[src/rtl/sg13g2_io_pkg.sv]
// sg13g2_io_pkg: shared defaults and the filter-to-status edge type for the GPIO bank.
package sg13g2_io_pkg;
    localparam int NCH_DEF = 8;
    localparam int SYNC_STAGES_DEF = 2;
    localparam int DEB_W_DEF = 4;
    typedef enum logic [1:0] {EDGE_NONE, EDGE_RISE, EDGE_FALL} edge_t;
endpackage

[src/rtl/sg13g2_io_in_filter.sv]
// sg13g2_io_in_filter: one-channel pad input synchroniser, debounce counter and edge detect.
module sg13g2_io_in_filter
    import sg13g2_io_pkg::*;
#(
    parameter int SYNC_STAGES = SYNC_STAGES_DEF,
    parameter int DEB_W = DEB_W_DEF
) (
    input  logic             clk,
    input  logic             rst_n,
    input  logic             p2c,
    input  logic [DEB_W-1:0] deb_len,
    output logic             gpi,
    output edge_t            evt
);
    logic [SYNC_STAGES-1:0] sync;
    logic [DEB_W-1:0] cnt;
    logic [DEB_W:0] nxt;
    logic s, diff, commit;
    // nxt is one bit wider so the threshold compare can never see a wrapped count
    always_comb begin
        s = sync[SYNC_STAGES-1];
        diff = s ^ gpi;
        nxt = {1'b0, cnt} + (DEB_W+1)'(1);
        commit = diff && (nxt >= {1'b0, deb_len});
        evt = commit ? (s ? EDGE_RISE : EDGE_FALL) : EDGE_NONE;
    end
    always_ff @(posedge clk or negedge rst_n) begin
        if (!rst_n) begin
            sync <= '0;
            cnt <= '0;
            gpi <= 1'b0;
        end else begin
            sync <= {sync[SYNC_STAGES-2:0], p2c};
            cnt <= (!diff || commit) ? '0 : nxt[DEB_W-1:0];
            if (commit) gpi <= s;
        end
    end
endmodule

[src/rtl/sg13g2_io_gpio_bank.sv]
// sg13g2_io_gpio_bank: N-channel GPIO bank with registered pad outputs, filtered inputs
// and sticky maskable edge interrupts.
module sg13g2_io_gpio_bank
    import sg13g2_io_pkg::*;
#(
    parameter int NCH = NCH_DEF,
    parameter int SYNC_STAGES = SYNC_STAGES_DEF,
    parameter int DEB_W = DEB_W_DEF
) (
    input  logic             clk,
    input  logic             rst_n,
    input  logic [NCH-1:0]   gpo,
    input  logic [NCH-1:0]   gpo_en,
    input  logic [DEB_W-1:0] deb_len,
    input  logic [NCH-1:0]   irq_rise_en,
    input  logic [NCH-1:0]   irq_fall_en,
    input  logic [NCH-1:0]   irq_clr,
    input  logic [NCH-1:0]   p2c,
    output logic [NCH-1:0]   c2p,
    output logic [NCH-1:0]   c2p_en,
    output logic [NCH-1:0]   gpi,
    output logic [NCH-1:0]   irq_stat,
    output logic             irq
);
    edge_t evt [NCH];
    logic [NCH-1:0] set;
    for (genvar i = 0; i < NCH; i++) begin : g_ch
        sg13g2_io_in_filter #(.SYNC_STAGES(SYNC_STAGES), .DEB_W(DEB_W)) u_filt (
            .clk(clk), .rst_n(rst_n), .p2c(p2c[i]), .deb_len(deb_len),
            .gpi(gpi[i]), .evt(evt[i])
        );
    end
    always_comb begin
        set = '0;
        for (int k = 0; k < NCH; k++)
            set[k] = (evt[k] == EDGE_RISE && irq_rise_en[k]) || (evt[k] == EDGE_FALL && irq_fall_en[k]);
    end
    // set is OR-ed after the clear mask so a same-edge event survives its clear
    always_ff @(posedge clk or negedge rst_n) begin
        if (!rst_n) begin
            c2p <= '0;
            c2p_en <= '0;
            irq_stat <= '0;
        end else begin
            c2p <= gpo;
            c2p_en <= gpo_en;
            irq_stat <= (irq_stat & ~irq_clr) | set;
        end
    end
    assign irq = |irq_stat;
endmodule

[config.mk]
export PLATFORM = sky130hd
export DESIGN_NAME = sg13g2_io_gpio_bank
export DESIGN_NICKNAME = d
export VERILOG_FILES = /design/src/rtl/sg13g2_io_pkg.sv /design/src/rtl/sg13g2_io_in_filter.sv /design/src/rtl/sg13g2_io_gpio_bank.sv
export SDC_FILE = /design/constraint.sdc
export NUM_CORES = 1
export LEC_CHECK = 0
export BUFFER_PORTS_ARGS = -buffer_cell sky130_fd_sc_hd__buf_2
export CAP_MARGIN = 10
export CORE_AREA = 2 2 125 127
export DETAILED_ROUTE_END_ITERATION = 10
export DIE_AREA = 0 0 127 129
export SLEW_MARGIN = 20
export SYNTH_ARGS = -nofsm -noshare
export SYNTH_HDL_FRONTEND = slang
export SYNTH_SLANG_ARGS = --single-unit
[constraint.sdc]
create_clock -name clk -period 2.6 [get_ports clk]
set_clock_uncertainty 0.1 [all_clocks]
set_input_delay 0.39 -clock clk [delete_from_list [all_inputs] [get_ports clk]]
set_output_delay 0.39 -clock clk [all_outputs]
set_load 0.01 [all_outputs]
==> results of run 1 <==
==> logic make-up after synthesis <==
| kind of cell | synth area share [%] |
|---|---|
| XOR/XNOR | 5.66 |
| buffers and inverters | 4.35 |
| AND/OR/NAND/NOR | 10.2 |
| adder cells (fa/ha/maj) | 13.5 |
| AO/OA/AOI/OAI | 9.94 |
| multiplexers | 2.43 |
| flip-flops | 53.9 |
==> area by class of cell <==
class | instances | area, um2 | area share, %
multi-input combinational | 203 | 1550 | 33.4
inverter | 27 | 101 | 2.18
tap | 188 | 235 | 5.07
clock buffer | 11 | 243 | 5.23
clock inverter | 4 | 45.0 | 0.971
timing repair buffer | 90 | 465 | 10.0
sequential | 80 | 2000 | 43.1
==> report_power, final <==
part | leakage [nW] | total (mW) | internal (mW) | switching [mW]
Clock | 0.145 | 1.23 | 0.759 | 0.467
Combinational | 1.23 | 1.38 | 0.662 | 0.718
Sequential | 1.01 | 1.72 | 1.49 | 0.232
Total | 2.38 | 4.32 | 2.91 | 1.42
==> synth_stat cells <==
cell	n	share of area (%)
mux2_2	5	1.5
nor2b_4	1	0.37
a31oi_1	8	1.3
a31o_2	3	0.71
a211o_2	1	0.27
o21ai_2	1	0.24
ha_1	40	13
nor2_1	24	2.4
dfrtp_1	80	54
nor2b_2	6	1.4
mux2_1	3	0.91
nor2b_1	17	2.9
o22ai_1	8	1.3
a31o_1	5	1.2
a211o_1	7	1.7
nand2_1	17	1.7
xor2_1	8	1.9
inv_1	27	2.7
a21oi_2	1	0.24
o21ai_1	7	0.94
nand3_1	8	1.1
xnor2_1	16	3.8
a21oi_1	15	2.0
buf_4	8	1.6
nor4_1	2	0.34
==> through the flow <==
step | hold slack, ps | cells | utilization (%) | worst slack [ps]
after floorplan | -5.59 | 318 | - | 600
after global placement | 233 | 587 | 29.0 | 464
after detailed placement | 236 | 587 | 29.0 | 398
after CTS | 38.8 | 603 | 31.0 | 404
after global routing | 39.9 | 603 | 31.0 | 295
final | 60.6 | 603 | 31.0 | 417
==> worst register-to-register path: stages (launching register included) <==
cell     delay, ps
dfrtp_1        410
ha_1           240
xor2_1         220
ha_1           290
a21oi_1        140
o21ai_1         90
a21oi_1        230
mux2_1         340
==> cell usage in the layout (no fill, tap or decap), types with 2 or more instances in the layout <==
master / n
buf_2: 85
dfrtp_1: 80
ha_1: 40
inv_1: 27
nor2_1: 24
nor2b_1: 17
nand2_1: 17
xnor2_1: 16
a21oi_1: 15
clkbuf_16: 9
nand3_1: 8
xor2_1: 8
a31oi_1: 8
o22ai_1: 8
o21ai_1: 7
a211o_1: 7
nor2b_2: 6
a31o_1: 5
mux2_2: 5
buf_4: 4
a31o_2: 3
mux2_1: 3
clkinv_2: 3
nor4_1: 2
==> per-layer routing <==
layer  vias up  GRT usage (%)
met5         -              0
met4         0           4.98
met1      1243           10.9
met3        10           3.08
met2        61           15.8
li1       1269              -
==> flip-flops by register name, indices dropped and copies added, names as in the netlist <==
register / count
irq_stat: 8
c2p: 8
c2p_en: 8
g_ch.u_filt.sync: 16
g_ch.u_filt.gpi: 8
g_ch.u_filt.cnt: 32
==> repair_timing <==
item                       in CTS  in global routing
hold endpoints to repair       30                  0
setup endpoints to repair       0                  0
hold buffers                    1                  0
buffers inserted                0                  0
gates resized for setup         0                  0
==> how the worst min path moves through the flow <==
stage	to	slack, ps
after floorplan	c2p[0]$_DFF_PN0_	-6
after global placement	g_ch[0].u_filt.sync[1]$_DFF_PN0_	230
after detailed placement	g_ch[0].u_filt.sync[1]$_DFF_PN0_	240
after CTS	g_ch[3].u_filt.sync[0]$_DFF_PN0_	40
after global routing	g_ch[0].u_filt.sync[0]$_DFF_PN0_	40
final	g_ch[0].u_filt.sync[0]$_DFF_PN0_	60
==> reports/qor.txt, run 1 <==
min Tclk post-route -> 2180 ps
first-pass GRT wire length -> 12000 um
area grow syn2layout -> 25.0%
net count after synthesis -> 412
Slew @ Worst Pin -> 504 ps
max_cap viols -> 0
Hold Path Class -> input port to flip-flop
Final period util -> 84.0%
vias in the first global route -> 2617
Setup-failing EPs final -> 0
Reg2Reg Capture Point -> g_ch[6].u_filt.gpi$_DFFE_PN0P_
Mean Syn Cell Area -> 11.7 um2
RSZ-0062 raised after global routing -> no
Synth Register Bits -> 80
WS Path Type -> flip-flop to flip-flop
DR WL met2 -> 3620 um
layout cell share with drive strength beyond 1 -> 29.2%
DIE HEIGHT -> 129 um
Port Buffers -> 86
P per Cell Area -> 932 nW/um2
chip width -> 127 um
core area -> 15000 um2
crit-path max FO -> 4
crit path cell chain -> ha_1 > xor2_1 > ha_1 > a21oi_1 > o21ai_1 > a21oi_1 > mux2_1
crit path launch -> g_ch[6].u_filt.cnt[0]$_DFF_PN0_
I/O pin total -> 87
Row Count -> 45
Ant. Diodes -> 0
Synth warnings -> 0
Syn Inst Count -> 318
critical path required time -> 2710 ps
CP Depth -> 7
hpwl dp -> 5600 um
Leakage -> 2.38 nW
CTS Sinks -> 80
clk slew on worst S/H paths -> 60 ps
Unique masters post-synth -> 25
DR pass1 iterations -> 6
via count -> 2583
H-Tree Depth -> 3
run status -> complete, no violations
grt ovf -> 0
antenna-violating nets left -> 0
Buf+Inv Stages, Crit Path -> 0
clock root buffer -> clkbuf_16
wire length per cell -> 12.1 um
gp weighted congestion -> 0.736
Setup crit end -> g_ch[6].u_filt.gpi$_DFFE_PN0P_
WL met3 -> 385 um
Max Clk Rate -> 0.458 GHz
setup_tns -> 0 ps
Netlist Area Pre-Place -> 3710 um2
initial antenna violation count -> 0
Worst VDD drop -> 0.285 mV
Slowest Stage Delay on Critical Path -> 410 ps
Pwr Total -> 4.32 mW
min-delay src -> p2c[0]
FF-to-FF path depth -> 7
die area -> 16400 um2
Initial Util -> 24.8%
fill cell count -> 1521
Critical R2R Launch -> g_ch[6].u_filt.cnt[0]$_DFF_PN0_
DR DRC count -> 0
maximum root-to-sink buffer count -> 2
WP data arrival -> 2290 ps
CP top delay family -> adder cells
Slowest cell on crit path -> dfrtp_1
relative slew slack -> 66.4%
post-synthesis sequential area ratio -> 53.9%
routed wire length -> 7300 um
CTS buffer count -> 9
Final Max Tran Viols -> 0
GRT Util Overall -> 9.46%
Final nets -> 505
startpoint types -> flip-flop
final instance area -> 4640 um2
highest metal used -> met4
final hold vios -> 0
type of destination of the critical path -> flip-flop
r2r setup slk -> 420 ps
clock latency on the worst-skew pair -> 330 ps
Worst Hold Depth -> 1
initial DRC count -> 93
largest net degree at the start of global routing -> 33
vias per cell -> 4.28
Metal-1 WL -> 3160 um
TritonCTS clock tree -> done
Area after DPL -> 4340 um2
Power figures use the tool's default switching activity.
==> run 2, diff against run 1 <==
--- a/config.mk
+++ b/config.mk
@@ -5,11 +5,12 @@
 export SDC_FILE = /design/constraint.sdc
 export NUM_CORES = 1
 export LEC_CHECK = 0
+export ABC_AREA = 1
 export BUFFER_PORTS_ARGS = -buffer_cell sky130_fd_sc_hd__buf_2
 export CAP_MARGIN = 10
-export CORE_AREA = 2 2 125 127
+export CORE_AREA = 2 2 128 130
 export DETAILED_ROUTE_END_ITERATION = 10
-export DIE_AREA = 0 0 127 129
+export DIE_AREA = 0 0 130 132
 export SLEW_MARGIN = 20
 export SYNTH_ARGS = -nofsm -noshare
 export SYNTH_HDL_FRONTEND = slang
==> constraint.sdc (replaced) <==
create_clock -name clk -period 1.8 [get_ports clk]
set_clock_uncertainty 0.1 [all_clocks]
set_input_delay 0.27 -clock clk [delete_from_list [all_inputs] [get_ports clk]]
set_output_delay 0.27 -clock clk [all_outputs]
set_load 0.01 [all_outputs]
==> run 2 against run 1 <==
The flow now finishes with violations (negative setup slack). Non-clock buffer count is 57 higher. Via count is 17% higher. Clock-buffer cell count is 1 lower. Setup slack worse by 420 ps. Sequential power is 44% higher. Combinational power is 110% higher. Synthesized cell count is 26% higher. Sequential cell count stayed put.
==> reports/qor.txt, run 2 <==
Port Buffers -> 86 (unchanged)
Max Clk Rate -> 0.555 GHz (was 0.458 GHz)
Ant. Diodes -> 0 (unchanged)
WS Path Type -> flip-flop to flip-flop (unchanged)
maximum root-to-sink buffer count -> 2 (unchanged)
post-synth top area share -> 51.7% (was 53.9%)
FF-to-FF path depth -> 8 (was 7)
gp weighted congestion -> 0.736 (about the same)
Reg2Reg Capture Point -> g_ch[7].u_filt.gpi$_DFFE_PN0P_ (was g_ch[6].u_filt.gpi$_DFFE_PN0P_)
Fin Hold WS -> 61.0 ps (was 60.6 ps)
r2r setup slk -> -3 ps (was 420 ps)
final hold vios -> 0 (unchanged)
area grow syn2layout -> 51.8% (was 25.0%)
hpwl dp -> 6000 um (was 5600 um)
Final period util -> 100% (was 84.0%)
max_cap viols -> 0 (unchanged)
RSZ-0062 raised after global routing -> yes (was no)
min-delay src -> irq_clr[6] (was p2c[0])
Hold Path Class -> input port to flip-flop (unchanged)
Final WS setup -> -3.26 ps (was 417 ps)
type of destination of the critical path -> flip-flop (unchanged)
Largest register FFs -> 32 (unchanged)
Initial Util -> 24.6% (was 24.8%)
Synth Register Bits -> 80 (unchanged)
vias per cell -> 3.90 (was 4.28)
initial antenna violation count -> 0 (unchanged)
Critical R2R Launch -> g_ch[7].u_filt.cnt[0]$_DFF_PN0_ (was g_ch[6].u_filt.cnt[0]$_DFF_PN0_)
initial DRC count -> 98 (was 93)
GRT Util Overall -> 10.2% (was 9.46%)
critical path required time -> 1920 ps (was 2710 ps)
top cells by area, synth -> dfrtp_1, ha_1, nand2_1 (was dfrtp_1, ha_1, xnor2_1)
core area -> 15700 um2 (was 15000 um2)
Row Count -> 46 (was 45)
highest metal used -> met4 (unchanged)
Worst VDD drop -> 0.457 mV (was 0.285 mV)
Setup-failing EPs final -> 1 (was 0)
Mean Syn Cell Area -> 9.63 um2 (was 11.7 um2)
DR WL met2 -> 4120 um (was 3620 um)
highest-count cells in the layout ignoring fill and taps -> buf_2, dfrtp_1, inv_1 (was buf_2, dfrtp_1, ha_1)
DR DRC count -> 0 (unchanged)
crit-path max FO -> 3 (was 4)
net count after synthesis -> 496 (was 412)
grt ovf -> 0 (unchanged)
Post-Place Worst Slack -> -140 ps (was 398 ps)
Syn Inst Count -> 402 (was 318)
relative slew slack -> 68.3% (was 66.4%)
largest reg by FF count -> g_ch.u_filt.cnt (unchanged)
first-pass GRT wire length -> 13600 um (was 12000 um)
vias in the first global route -> 2994 (was 2617)
antenna-violating nets left -> 0 (unchanged)
die area -> 17200 um2 (was 16400 um2)
chip width -> 130 um (was 127 um)
H-Tree Depth -> 3 (unchanged)
WL met3 -> 401 um (was 385 um)
startpoint types -> flip-flop (unchanged)
most instantiated library cell after synthesis -> dfrtp_1 (unchanged)
CTS Sinks -> 80 (unchanged)
commonest non-fill, non-tap cell in the layout -> buf_2 (unchanged)
Post-synth EDFFs -> 0 (unchanged)
Final Max Tran Viols -> 0 (unchanged)
run status -> finished with violations (was complete, no violations)
Synth warnings -> 0 (unchanged)
clock latency on the worst-skew pair -> 340 ps (was 330 ps)
Synth Flop Type -> dfrtp_1 (unchanged)
Slew @ Worst Pin -> 475 ps (was 504 ps)
via count -> 3017 (was 2583)
routed wire length -> 8790 um (was 7300 um)
Unique masters post-synth -> 21 (was 25)
P per Cell Area -> 1210 nW/um2 (was 932 nW/um2)
min Tclk post-route -> 1800 ps (was 2180 ps)
Leakage -> 3.04 nW (was 2.38 nW)
layout cell share with drive strength beyond 1 -> 40.4% (was 29.2%)
most area-hungry cell type in the Yosys netlist -> dfrtp_1 (unchanged)
largest registers -> g_ch.u_filt.cnt x32, g_ch.u_filt.sync x16 (unchanged)
DR pass1 iterations -> 4 (was 6)
wire length per cell -> 11.4 um (was 12.1 um)
failing checks -> negative setup slack
Metal-1 WL -> 4130 um (was 3160 um)
DIE HEIGHT -> 132 um (was 129 um)
Final nets -> 646 (was 505)
I/O pin total -> 87 (unchanged)
post-synthesis sequential area ratio -> 51.7% (was 53.9%)
CTS buffer count -> 9 (unchanged)
Netlist Area Pre-Place -> 3870 um2 (was 3710 um2)
largest net degree at the start of global routing -> 31 (was 33)
Post-synth top cells -> dfrtp_1, nand2_1, inv_1 (was dfrtp_1, ha_1, inv_1)
Setup crit end -> g_ch[7].u_filt.gpi$_DFFE_PN0P_ (was g_ch[6].u_filt.gpi$_DFFE_PN0P_)
clock root buffer -> clkbuf_16 (unchanged)
asr flop ratio synth -> 100% (unchanged)
clk slew on worst S/H paths -> 60 ps (about the same)
WP data arrival -> 1920 ps (was 2290 ps)
TritonCTS clock tree -> done (unchanged)
crit path launch -> g_ch[7].u_filt.cnt[0]$_DFF_PN0_ (was g_ch[6].u_filt.cnt[0]$_DFF_PN0_)
-- run 2: metal layers --
metal  GRT usage [%]  vias up
met5               0        -
met4            3.76        0
met3            3.00       12
met2            16.0       75
met1            13.2     1381
li1                -     1549
-- run 2: logic make-up (layout without fill, tap and decap cells) --
| logic type | after synthesis | in the layout | synth area share [%] |
|---|---|---|---|
| AOI/OAI and AO/OA | 26 | 26 | 3.49 |
| xor gates and xnor gates | 24 | 24 | 5.43 |
| adders and majority gates | 40 | 40 | 12.9 |
| buffers and inverters | 77 | 232 | 8.24 |
| DFF | 80 | 80 | 51.7 |
| and+or+nand+nor | 155 | 155 | 18.2 |
-- run 2: how the worst min path moves through the flow --
stage,end,slack (ps),cells past startpoint
2_1_floorplan,c2p[0]$_DFF_PN0_,-130,0
6_report,irq_stat[6]$_DFF_PN0_,60,4
3_3_place_gp,g_ch[5].u_filt.gpi$_DFFE_PN0P_,130,1
4_1_cts,irq_stat[6]$_DFF_PN0_,50,4
5_1_grt,irq_stat[6]$_DFF_PN0_,70,4
3_5_place_dp,g_ch[5].u_filt.gpi$_DFFE_PN0P_,130,1
-- run 2: metrics by stage --
step	area [um2]	utilization (%)	TNS [ps]	instances	power, mW
after global placement	4660	29.7	-412	711	4.50
after CTS	5300	33.7	-15.6	757	6.52
after global routing	5880	37.4	-1390	773	7.72
after detailed placement	4660	29.7	-616	711	4.54
after floorplan	3870	-	0	402	3.86
final	5880	37.4	-3.26	773	7.10
-- run 2: power by group --
group,internal [mW],switching (mW),total [mW]
clock,1.07,0.717,1.78
combinational,1.38,1.46,2.84
sequential,2.14,0.331,2.47
-- run 2: critical path, stage by stage, from the launching register on --
cell and delay [ps]:
dfrtp_1 430, ha_4 190, xor2_2 180, ha_1 300, o21a_1 180, nand2_2 100
nand2_2 80, nand2_1 60, o21ai_1 60
-- run 2: cell type report --
| type | instances | area [um2] |
|---|---|---|
| sequential | 80 | 2000 |
| clock inverter | 6 | 60.1 |
| timing repair buffer | 147 | 997 |
| clock buffer | 10 | 229 |
| multi-input combinational | 245 | 2060 |
| fill | 1549 | 9840 |
| inverter | 69 | 259 |
| tap | 216 | 270 |
-- run 2: what timing repair did --
action,CTS,global route
pin swaps,8,40
buffers inserted,5,16
hold buffers,25,0
hold endpoints to repair,50,0
resized for setup,13,90
setup endpoints to repair,21,49
==> run 3, diff against run 2 <==
--- a/config.mk
+++ b/config.mk
@@ -11,6 +11,7 @@
 export CORE_AREA = 2 2 128 130
 export DETAILED_ROUTE_END_ITERATION = 10
 export DIE_AREA = 0 0 130 132
+export RECOVER_POWER = 25
 export SLEW_MARGIN = 20
 export SYNTH_ARGS = -nofsm -noshare
 export SYNTH_HDL_FRONTEND = slang
==> constraint.sdc (replaced) <==
create_clock -name clk -period 1.92 [get_ports clk]
set_clock_uncertainty 0.1 [all_clocks]
set_input_delay 0.288 -clock clk [delete_from_list [all_inputs] [get_ports clk]]
set_output_delay 0.288 -clock clk [all_outputs]
set_load 0.01 [all_outputs]
==> run 3 against run 2 <==
The run now ends clean. Combinational power fell by 24%. Sequential share of layout area up 2.2 points. Final area decreased by 6.2%. Global-route usage rose by 0.13 points. First-iteration DRC count is 6.1% lower. Largest power group is now registers. Highest routed layer unchanged.
==> reports/qor.txt, run 3 (synthesis gave the netlist of run 2 again) <==
H-Tree Depth -> 3 (unchanged)
via count -> 2952 (was 3017)
Post-Place Worst Slack -> 42.3 ps (was -140 ps)
antenna-violating nets left -> 0 (unchanged)
DR pass1 iterations -> 4 (unchanged)
startpoint types -> flip-flop (unchanged)
Leakage -> 2.97 nW (was 3.04 nW)
setup_tns -> 0 ps (was -3.26 ps)
grt ovf -> 0 (unchanged)
Port Buffers -> 86 (unchanged)
critical path required time -> 2040 ps (was 1920 ps)
Setup-failing EPs final -> 0 (was 1)
layout cell share with drive strength beyond 1 -> 29.8% (was 40.4%)
min Tclk post-route -> 1820 ps (was 1800 ps)
routed wire length -> 8580 um (was 8790 um)
clk slew on worst S/H paths -> 60 ps (about the same)
area grow syn2layout -> 42.5% (was 51.8%)
GRT Util Overall -> 10.3% (was 10.2%)
I/O pin total -> 87 (unchanged)
Slew @ Worst Pin -> 978 ps (was 475 ps)
die area -> 17200 um2 (unchanged)
Final period util -> 94.7% (was 100%)
largest reg by FF count -> g_ch.u_filt.cnt (unchanged)
CTS buffer count -> 9 (unchanged)
Final nets -> 630 (was 646)
hpwl dp -> 5930 um (was 6000 um)
initial DRC count -> 92 (was 98)
Final WS setup -> 102 ps (was -3.26 ps)
initial antenna violation count -> 0 (unchanged)
Worst VDD drop -> 0.731 mV (was 0.457 mV)
Initial Util -> 24.6% (unchanged)
gp weighted congestion -> 0.755 (was 0.736)
chip width -> 130 um (unchanged)
run status -> complete, no violations (was finished with violations)
maximum root-to-sink buffer count -> 2 (unchanged)
max_cap viols -> 0 (unchanged)
final hold vios -> 0 (unchanged)
Final Max Tran Viols -> 0 (unchanged)
highest-count cells in the layout ignoring fill and taps -> buf_2, dfrtp_1, nand2_1 (was buf_2, dfrtp_1, inv_1)
first-pass GRT wire length -> 13600 um (about the same)
largest net degree at the start of global routing -> 42 (was 31)
clock root buffer -> clkbuf_16 (unchanged)
P per Cell Area -> 1160 nW/um2 (was 1210 nW/um2)
Hold Path Class -> input port to flip-flop (unchanged)
crit-path max FO -> 4 (was 3)
Largest register FFs -> 32 (unchanged)
vias per cell -> 3.90 (about the same)
RSZ-0062 raised after global routing -> yes (unchanged)
DR DRC count -> 0 (unchanged)
vias in the first global route -> 2990 (was 2994)
wire length per cell -> 11.3 um (was 11.4 um)
WS Path Type -> flip-flop to flip-flop (unchanged)
DIE HEIGHT -> 132 um (unchanged)
Ant. Diodes -> 0 (unchanged)
type of destination of the critical path -> flip-flop (unchanged)
Row Count -> 46 (unchanged)
relative slew slack -> 34.8% (was 68.3%)
clock latency on the worst-skew pair -> 340 ps (about the same)
WP data arrival -> 1940 ps (was 1920 ps)
commonest non-fill, non-tap cell in the layout -> buf_2 (unchanged)
Max Clk Rate -> 0.550 GHz (was 0.555 GHz)
TritonCTS clock tree -> done (unchanged)
largest registers -> g_ch.u_filt.cnt x32, g_ch.u_filt.sync x16 (unchanged)
CTS Sinks -> 80 (unchanged)
core area -> 15700 um2 (unchanged)
[run 3: changes by cell type in the layout (fill, tap and decap cells not counted), sizes merged]
cell / delta
buf: -17
clkbuf: +2
clkinv: -2
clkinvlp: -2
inv: +2
bufinv: +1
[run 3: worst max-delay path, cell delays in order (launching register included)]
cell and delay, ps:
dfrtp_1 420, ha_2 230, xor2_2 150, ha_1 200, a21oi_2 140, and2_1 150, nand2_1 70, buf_4 130
nand2_1 40, o21ai_0 70
[run 3: worst paths after layout]
check | startpoint | to | slack, ps | cells past startpoint
setup / recovery | g_ch[1].u_filt.cnt[0]$_DFF_PN0_ | g_ch[1].u_filt.gpi$_DFFE_PN0P_ | 100 | 9
hold / removal | irq_clr[5] | irq_stat[5]$_DFF_PN0_ | 70 | 4
setup reg to reg | g_ch[1].u_filt.cnt[0]$_DFF_PN0_ | g_ch[1].u_filt.gpi$_DFFE_PN0P_ | 100 | 9
hold reg to reg | g_ch[7].u_filt.sync[0]$_DFF_PN0_ | g_ch[7].u_filt.sync[1]$_DFF_PN0_ | 250 | 0
max in group asynchronous | rst_n | g_ch[3].u_filt.cnt[0]$_DFF_PN0_ | 340 | 3
min in group asynchronous | rst_n | c2p_en[1]$_DFF_PN0_ | 520 | 2
[run 3: routing by layer]
metal | share of wire [%] | up-vias | GRT usage (%)
met3 | 5.3 | 12 | 3.57
met2 | 49 | 84 | 17.3
li1 | - | 1523 | -
met1 | 44 | 1333 | 12.1
met4 | 1.5 | 0 | 3.94
met5 | 0 | - | 0
[run 3: stage by stage]
stage	power (mW)	area, um2	cells	utilization (%)	hold slack [ps]
2_1_floorplan	3.62	3870	402	-	-108
3_3_place_gp	4.16	4610	706	29.4	74.7
3_5_place_dp	4.19	4610	706	29.4	73.0
4_1_cts	6.25	5200	747	33.1	46.5
5_1_grt	6.96	5510	757	35.1	57.5
6_report	6.42	5510	757	35.1	66.7
[run 3: cell type report]
cell class / instances / area, um2
Inverter: 69 / 259
Tap cell: 216 / 270
Clock inverter: 5 / 86.3
Fill cell: 1562 / 10200
Timing Repair Buffer: 131 / 855
Multi-Input combinational cell: 245 / 1790
Clock buffer: 11 / 253
Sequential cell: 80 / 2000
[run 3: power by group]
| group | leakage (nW) | switching, mW | internal, mW |
|---|---|---|---|
| Sequential | 1.01 | 0.297 | 2.00 |
| Combinational | 1.79 | 1.16 | 1.01 |
| Clock | 0.167 | 0.721 | 1.22 |
[run 3: what timing repair did]
item                                   in CTS  in global routing
setup endpoints to repair                   0                 42
endpoints found under the hold margin      39                  0
hold buffers                               25                  0
buffers inserted                            0                 11
resized for setup                           0                 39
